**src/rtl/fpu_stack_responder_pkg.sv**
```systemverilog
// Shared definitions for the 8087 register-stack responder: opcodes, the
// real-indefinite constant, status/control bit positions and FSM encodings.
package fpu_stack_responder_pkg;

    localparam int DEPTH = 8;
    localparam int DW    = 80;

    localparam logic [DW-1:0] INDEF = 80'hFFFF_C000_0000_0000_0000;

    localparam logic [7:0] OP_FLD     = 8'h20;
    localparam logic [7:0] OP_FST     = 8'h21;
    localparam logic [7:0] OP_FSTP    = 8'h22;
    localparam logic [7:0] OP_FXCH    = 8'h23;
    localparam logic [7:0] OP_FFREE   = 8'h24;
    localparam logic [7:0] OP_FINCSTP = 8'h25;
    localparam logic [7:0] OP_FDECSTP = 8'h26;
    localparam logic [7:0] OP_FCLEX   = 8'h27;

    localparam int SW_B   = 15;
    localparam int SW_TOP = 11;
    localparam int SW_C1  = 9;
    localparam int SW_ES  = 7;
    localparam int SW_SF  = 6;
    localparam int SW_IE  = 0;
    localparam int CW_IM  = 0;

    localparam logic [15:0] CW_RESET = 16'h037F;

    typedef enum logic [1:0] {
        ST_IDLE  = 2'd0,
        ST_READ  = 2'd1,
        ST_WRITE = 2'd2,
        ST_XCH2  = 2'd3
    } state_t;

    typedef struct packed {
        logic [7:0]    op;
        logic [2:0]    idx;
        logic [DW-1:0] data;
    } cmd_t;

    // Physical register holding ST(i).
    function automatic logic [2:0] st_phys(input logic [2:0] top, input logic [2:0] i);
        return top + i;
    endfunction

endpackage

```
**src/rtl/fpu_stack_regfile.sv**
```systemverilog
// 8 x 80-bit stack storage: two asynchronous read ports, one synchronous
// write port. Contents are not reset; validity is tracked by the parent's tags.
module fpu_stack_regfile
    import fpu_stack_responder_pkg::*;
(
    input  logic          clk,
    input  logic          we,
    input  logic [2:0]    wa,
    input  logic [DW-1:0] wd,
    input  logic [2:0]    ra_a,
    output logic [DW-1:0] rd_a,
    input  logic [2:0]    ra_b,
    output logic [DW-1:0] rd_b
);

    logic [DW-1:0] mem [DEPTH];

    always_ff @(posedge clk) begin
        if (we)
            mem[wa] <= wd;
    end

    assign rd_a = mem[ra_a];
    assign rd_b = mem[ra_b];

endmodule

```
**src/rtl/fpu_stack_responder.sv**
```systemverilog
// 8087 register-stack command responder: TOP, tags, flags and the
// execute/ready handshake. Define FPU_STACK_TAGWORD_EN to add tag_word_out.
module fpu_stack_responder
    import fpu_stack_responder_pkg::*;
(
    input  logic          clk,
    input  logic          reset,
    input  logic          execute,
    input  logic [7:0]    instruction,
    input  logic [2:0]    stack_index,
    input  logic [DW-1:0] data_in,
    input  logic [15:0]   control_in,
    input  logic          control_write,
    output logic          ready,
    output logic          error,
    output logic [DW-1:0] data_out,
`ifdef FPU_STACK_TAGWORD_EN
    output logic [15:0]   tag_word_out,
`endif
    output logic [15:0]   status_out
);

    state_t        state, state_nx;
    cmd_t          cmd_q;
    logic [2:0]    top, top_nx, top_inc, top_dec, ia;
    logic [7:0]    tag, tag_nx;
    logic          im;
    logic          ie, ie_nx, sf, sf_nx, es, es_nx, c1, c1_nx;
    logic [DW-1:0] dout_nx;
    logic [DW-1:0] rd_a, rd_b, rd_a_q, rd_b_q;
    logic          rf_we;
    logic [2:0]    rf_wa;
    logic [DW-1:0] rf_wd;
    logic          x2_we_q, x2_we_nx;
    logic [DW-1:0] x2_wd_q, x2_wd_nx;
    logic          ovf, unf;

    assign ia      = st_phys(top, cmd_q.idx);
    assign top_inc = top + 3'd1;
    assign top_dec = top - 3'd1;

    fpu_stack_regfile u_rf (
        .clk  (clk),
        .we   (rf_we),
        .wa   (rf_wa),
        .wd   (rf_wd),
        .ra_a (ia),
        .rd_a (rd_a),
        .ra_b (top),
        .rd_b (rd_b)
    );

    always_ff @(posedge clk) begin
        if (reset)
            state <= ST_IDLE;
        else
            state <= state_nx;
    end

    always_comb begin
        state_nx = state;
        case (state)
            ST_IDLE:  if (execute) state_nx = ST_READ;
            ST_READ:  state_nx = ST_WRITE;
            ST_WRITE: state_nx = (cmd_q.op == OP_FXCH) ? ST_XCH2 : ST_IDLE;
            ST_XCH2:  state_nx = ST_IDLE;
            default:  state_nx = ST_IDLE;
        endcase
    end

    // Commit decisions; only WRITE and XCH2 change architectural state.
    always_comb begin
        top_nx   = top;
        tag_nx   = tag;
        ie_nx    = ie;
        sf_nx    = sf;
        es_nx    = es;
        c1_nx    = c1;
        dout_nx  = data_out;
        rf_we    = 1'b0;
        rf_wa    = top;
        rf_wd    = cmd_q.data;
        x2_we_nx = 1'b0;
        x2_wd_nx = rd_a_q;
        ovf      = 1'b0;
        unf      = 1'b0;
        case (state)
            ST_WRITE: begin
                case (cmd_q.op)
                    OP_FLD: begin
                        if (tag[top_dec]) begin
                            ovf = 1'b1;
                            if (im) begin
                                top_nx = top_dec;
                                rf_we  = 1'b1;
                                rf_wa  = top_dec;
                                rf_wd  = INDEF;
                            end
                        end else begin
                            top_nx          = top_dec;
                            tag_nx[top_dec] = 1'b1;
                            rf_we           = 1'b1;
                            rf_wa           = top_dec;
                            rf_wd           = cmd_q.data;
                        end
                    end
                    OP_FST, OP_FSTP: begin
                        unf = ~tag[ia];
                        if (!unf)
                            dout_nx = rd_a_q;
                        else if (im)
                            dout_nx = INDEF;
                        if ((cmd_q.op == OP_FSTP) && (!unf || im)) begin
                            tag_nx[top] = 1'b0;
                            top_nx      = top_inc;
                        end
                    end
                    OP_FXCH: begin
                        // ST(i) is written now, ST(0) in XCH2 from the captured read.
                        unf = ~tag[ia] | ~tag[top];
                        if (!unf || im) begin
                            rf_we       = 1'b1;
                            rf_wa       = ia;
                            rf_wd       = tag[top] ? rd_b_q : INDEF;
                            tag_nx[ia]  = 1'b1;
                            tag_nx[top] = 1'b1;
                            x2_we_nx    = 1'b1;
                            x2_wd_nx    = tag[ia] ? rd_a_q : INDEF;
                        end
                    end
                    OP_FFREE:   tag_nx[ia] = 1'b0;
                    OP_FINCSTP: top_nx = top_inc;
                    OP_FDECSTP: top_nx = top_dec;
                    OP_FCLEX: begin
                        ie_nx = 1'b0;
                        sf_nx = 1'b0;
                    end
                    default: ie_nx = 1'b1;
                endcase
                if (ovf || unf) begin
                    ie_nx = 1'b1;
                    sf_nx = 1'b1;
                    c1_nx = ovf;
                end
                es_nx = ie_nx & ~im;
            end
            ST_XCH2: begin
                rf_we = x2_we_q;
                rf_wa = top;
                rf_wd = x2_wd_q;
            end
            default: ;
        endcase
        // A reset edge must never leave a partial register write behind.
        rf_we = rf_we & ~reset;
    end

    always_ff @(posedge clk) begin
        if (reset) begin
            cmd_q    <= '0;
            top      <= 3'd0;
            tag      <= 8'h00;
            im       <= CW_RESET[CW_IM];
            ie       <= 1'b0;
            sf       <= 1'b0;
            es       <= 1'b0;
            c1       <= 1'b0;
            ready    <= 1'b1;
            data_out <= '0;
            rd_a_q   <= '0;
            rd_b_q   <= '0;
            x2_we_q  <= 1'b0;
            x2_wd_q  <= '0;
        end else begin
            if (control_write)
                im <= control_in[CW_IM];
            if (state == ST_IDLE && execute) begin
                cmd_q <= '{op: instruction, idx: stack_index, data: data_in};
                ready <= 1'b0;
            end
            if (state == ST_READ) begin
                rd_a_q <= rd_a;
                rd_b_q <= rd_b;
            end
            if (state == ST_WRITE) begin
                x2_we_q <= x2_we_nx;
                x2_wd_q <= x2_wd_nx;
            end
            if (state != ST_IDLE && state_nx == ST_IDLE)
                ready <= 1'b1;
            top      <= top_nx;
            tag      <= tag_nx;
            ie       <= ie_nx;
            sf       <= sf_nx;
            es       <= es_nx;
            c1       <= c1_nx;
            data_out <= dout_nx;
        end
    end

    assign error = es;

    always_comb begin
        status_out               = '0;
        status_out[SW_B]         = ~ready;
        status_out[SW_TOP +: 3]  = top;
        status_out[SW_C1]        = c1;
        status_out[SW_ES]        = es;
        status_out[SW_SF]        = sf;
        status_out[SW_IE]        = ie;
    end

`ifdef FPU_STACK_TAGWORD_EN
    always_comb begin
        tag_word_out = '0;
        for (int r = 0; r < DEPTH; r++)
            tag_word_out[2*r +: 2] = tag[r] ? 2'b00 : 2'b11;
    end
`endif

endmodule

```
**config.mk**
```make
export PLATFORM = sky130hd
export DESIGN_NAME = fpu_stack_responder
export DESIGN_NICKNAME = d
export VERILOG_FILES = /design/src/rtl/fpu_stack_responder_pkg.sv /design/src/rtl/fpu_stack_regfile.sv /design/src/rtl/fpu_stack_responder.sv
export SDC_FILE = /design/constraint.sdc
export NUM_CORES = 2
export LEC_CHECK = 0
export CORE_MARGIN = 3
export CORE_UTILIZATION = 53
export DETAILED_ROUTE_END_ITERATION = 10
export GPL_TIMING_DRIVEN = 1
export PLACE_DENSITY = 0.74
export SETUP_SLACK_MARGIN = 0.02
export SYNTH_ARGS = -nofsm -noshare
export SYNTH_HDL_FRONTEND = slang
export SYNTH_SLANG_ARGS = --single-unit
```
**constraint.sdc**
```tcl
create_clock -name clk -period 19 [get_ports clk]
set_input_delay 3.8 -clock clk [delete_from_list [all_inputs] [get_ports clk]]
set_output_delay 3.8 -clock clk [all_outputs]
set_load 0.05 [all_outputs]
```
==> out/summary.txt <==
Path type of the worst min-delay path: register to register
HPWL after DPL: 82960 um
Fraction of registers with async set/reset: 0%
Yosys cell types: 72
Syn_area_per_cell: 11.77 um2
Post-synth top area cell: edfxtp_1
I/O pin count: 209
Number of global-route vias before repair: 33860
Final Hold Slack: 0.4528 ns
Dominant cell by count in the synthesized netlist: edfxtp_1
Mapped Area: 46030 um2
Die Y: 300.7 um
H-tree depth: 3
R2R Setup Slk: 11.92 ns
Non-Filler Instances: 5164
DR top layer: met5
First-pass iteration count of the detailed router: 8
#FFs+latches synth: 1071
Top cell type's share of synthesized area: 41.75%
WL per Instance: 28.91 um
Max-cap check violation count: 0
Pwr Density: 96.18 nW/um2
Worst path max stage delay: 1.03 ns
Metal3 WL: 20430 um
Final #Nets: 4039
R2R Path End: u_rf.mem[1][67]
Worst setup path category: register to register
Initial antenna violation count: 10
Cell row count: 107
Dpl cells: 4965
Layout area overhead: 13.75%
GPL Wtd Cong: 0.8684
Top cells by count, synth: edfxtp_1 (640), nor2_1 (460), dfxtp_1 (431), nand2_1 (422), clkbuf_1 (275)
Post-synth EDFFs: 640
Largest net degree at the start of global routing: 151
Worst vdd ir: 0.09730 mV
Overflow after GRT: 0
Iter 0 DRT Violations: 5174
Startpoint types: register
Period Utilization, post-route: 37.25%
Cells after synthesis: 3911
Min-delay src: cmd_q[88]
Met1 wire length: 53990 um
CTS Root Cell: clkbuf_16
Antenna Nets Post-Route: 0
Clock skew: 0.02160 ns
Worst-path fanout max: 49
Post-cts resize count: 0
Buffers added on ports: 185
Status: finished, final reports clean
Initial Util: 53.73%
Final WL: 149300 um
Ys flop type: edfxtp_1
TritonCTS Sinks: 1071
WP data required: 19.28 ns
Post-route minimum period: 7.078 ns
Hold Crit Endpoint: cmd_q[88]
Fin Setup TNS: 0 ns
Leakage: 17.37 nW
DR vias: 35230
Core Box Area: 85680 um2
Die area: 90430 um2
First-pass GRT wire length: 218100 um
Crit path cell chain: clkinv_1 > buf_4 > fa_4 > buf_4 > mux4_2 > mux2i_2 > buf_4 > a31oi_1 > o21ai_1 > a31oi_1 > or3b_1 > nor3_2 > buf_4 > buf_4
Reg clk slew, reported paths: 0.06 ns
Cell mode on critical path: buf_4
Synth warn: 0
Final Power: 5.036 mW
Worst Path Arrival: 7.36 ns
Worst slew pin tran: 1.249 ns
Top post-synthesis cells by area: edfxtp_1 (42%), dfxtp_1 (19%), mux4_2 (5.8%)
CTS tree: built
Vias/cell: 6.822
Post-synthesis sequential area ratio: 60.49%
Drt drc: 0
RSZ-0062 raised after global routing: false
Post-CTS setup buffers: 0
Met2 WL: 67770 um
Worst reg2reg path depth: 14
Relative slew margins: 16.53%
TritonCTS Buffers: 101
CTS Hold Bufs: 0
Fin. max-slew vios: 0
Peak Freq: 0.1413 GHz
Die W: 300.7 um
Clock buffer depth: 3
CP endpoint kind: register
Setup violators final: 0
Critical R2R Launch: top[1]
Final Core Density: 61.11%
Crit-path slowest cell: fa_4
Layout cells sized above 1: 12.31%
Total global-route track usage: 32.35%
Worst-Skew Late Latency: 0.68 ns
Hold depth: 2
Final Hold Fails: 0
==> placed cells by master, fill, tap and decap left out, types with 16 or more instances in the layout <==
cell	instances
a211oi_1	82
a21oi_1	213
a221o_1	107
a221oi_1	67
a22o_1	19
a22oi_1	158
a311oi_1	43
a31oi_1	28
and3_1	80
buf_4	69
bufinv_16	16
clkbuf_16	105
clkdlybuf4s50_1	184
clkinv_2	27
dfxtp_1	426
edfxtp_1	640
inv_1	17
mux2_2	70
mux2i_1	126
mux4_2	119
nand2_1	420
nand3_1	23
nor2_1	447
nor3_1	101
o211ai_1	19
o21ai_0	154
o22ai_1	42
==> layer usage <==
layer,vias to the layer above,GRT usage (%)
met5,-,1.515
met4,2,15.37
met3,466,9.084
met2,2548,50.45
met1,17300,41.85
li1,14910,-
==> worst max-delay path, delay by kind of cell, from the launching register on <==
family          cells  cell delay, ns
mux                 2            0.43
simple gates        2            0.63
buf+inv             6            2.81
compound gates      3            1.01
fa+ha+maj           1            1.03
flops               1            0.65
==> cell type report <==
class                           instances  area (um2)
Fill cell                            6522       33320
Sequential cell                      1071       27860
Multi-Input combinational cell       2469       16880
Clock buffer                          122        2745
Timing Repair Buffer                  261        2515
Tap cell                             1144        1431
Clock inverter                         70       839.6
Inverter                               20       75.07
Antenna cell                            7       17.52
==> registers in the layout, summed over array words and instances (netlist names), 2 cells and up <==
register and count:
x2_wd_q 80, cmd_q 91, tag 8, data_out 80, rd_b_q 80, u_rf.mem 640, rd_a_q 80, state 2
top 3
==> how the worst max path moves through the flow <==
stage          slack (ns)  startpoint              end
3_5_place_dp        11.88       reset  u_rf.mem[1][67]
2_1_floorplan        8.26       reset   u_rf.mem[0][0]
3_3_place_gp        11.90       reset  u_rf.mem[1][52]
4_1_cts             12.07      top[1]  u_rf.mem[1][67]
5_1_grt             11.77      top[1]  u_rf.mem[1][79]
6_report            11.92      top[1]  u_rf.mem[1][67]
==> power by group <==
part           internal, mW  switching, mW
sequential             2.50         0.0460
clock                  1.26          0.890
combinational         0.114          0.228
==> metrics by stage <==
step / instance area, um2 / worst slack (ns)
3_3_place_gp: 48760 / 11.90
4_1_cts: 52350 / 12.07
5_1_grt: 52360 / 11.77
6_report: 52360 / 11.92
2_1_floorplan: 46060 / 8.264
3_5_place_dp: 48760 / 11.88
==> logic make-up (layout without fill, tap and decap cells) <==
logic type	count (synthesis)	in the layout	share of synthesized area, %
compound gates	998	998	15.19
simple gates	1136	1136	10.35
buf+inv	378	473	3.349
mux	316	316	10.30
flops	1071	1071	60.49
fa+ha+maj	4	4	0.1250
other cells	1	15	0.008146
xor+xnor	7	7	0.1957
Note: power is estimated with default switching activity, not from simulation.
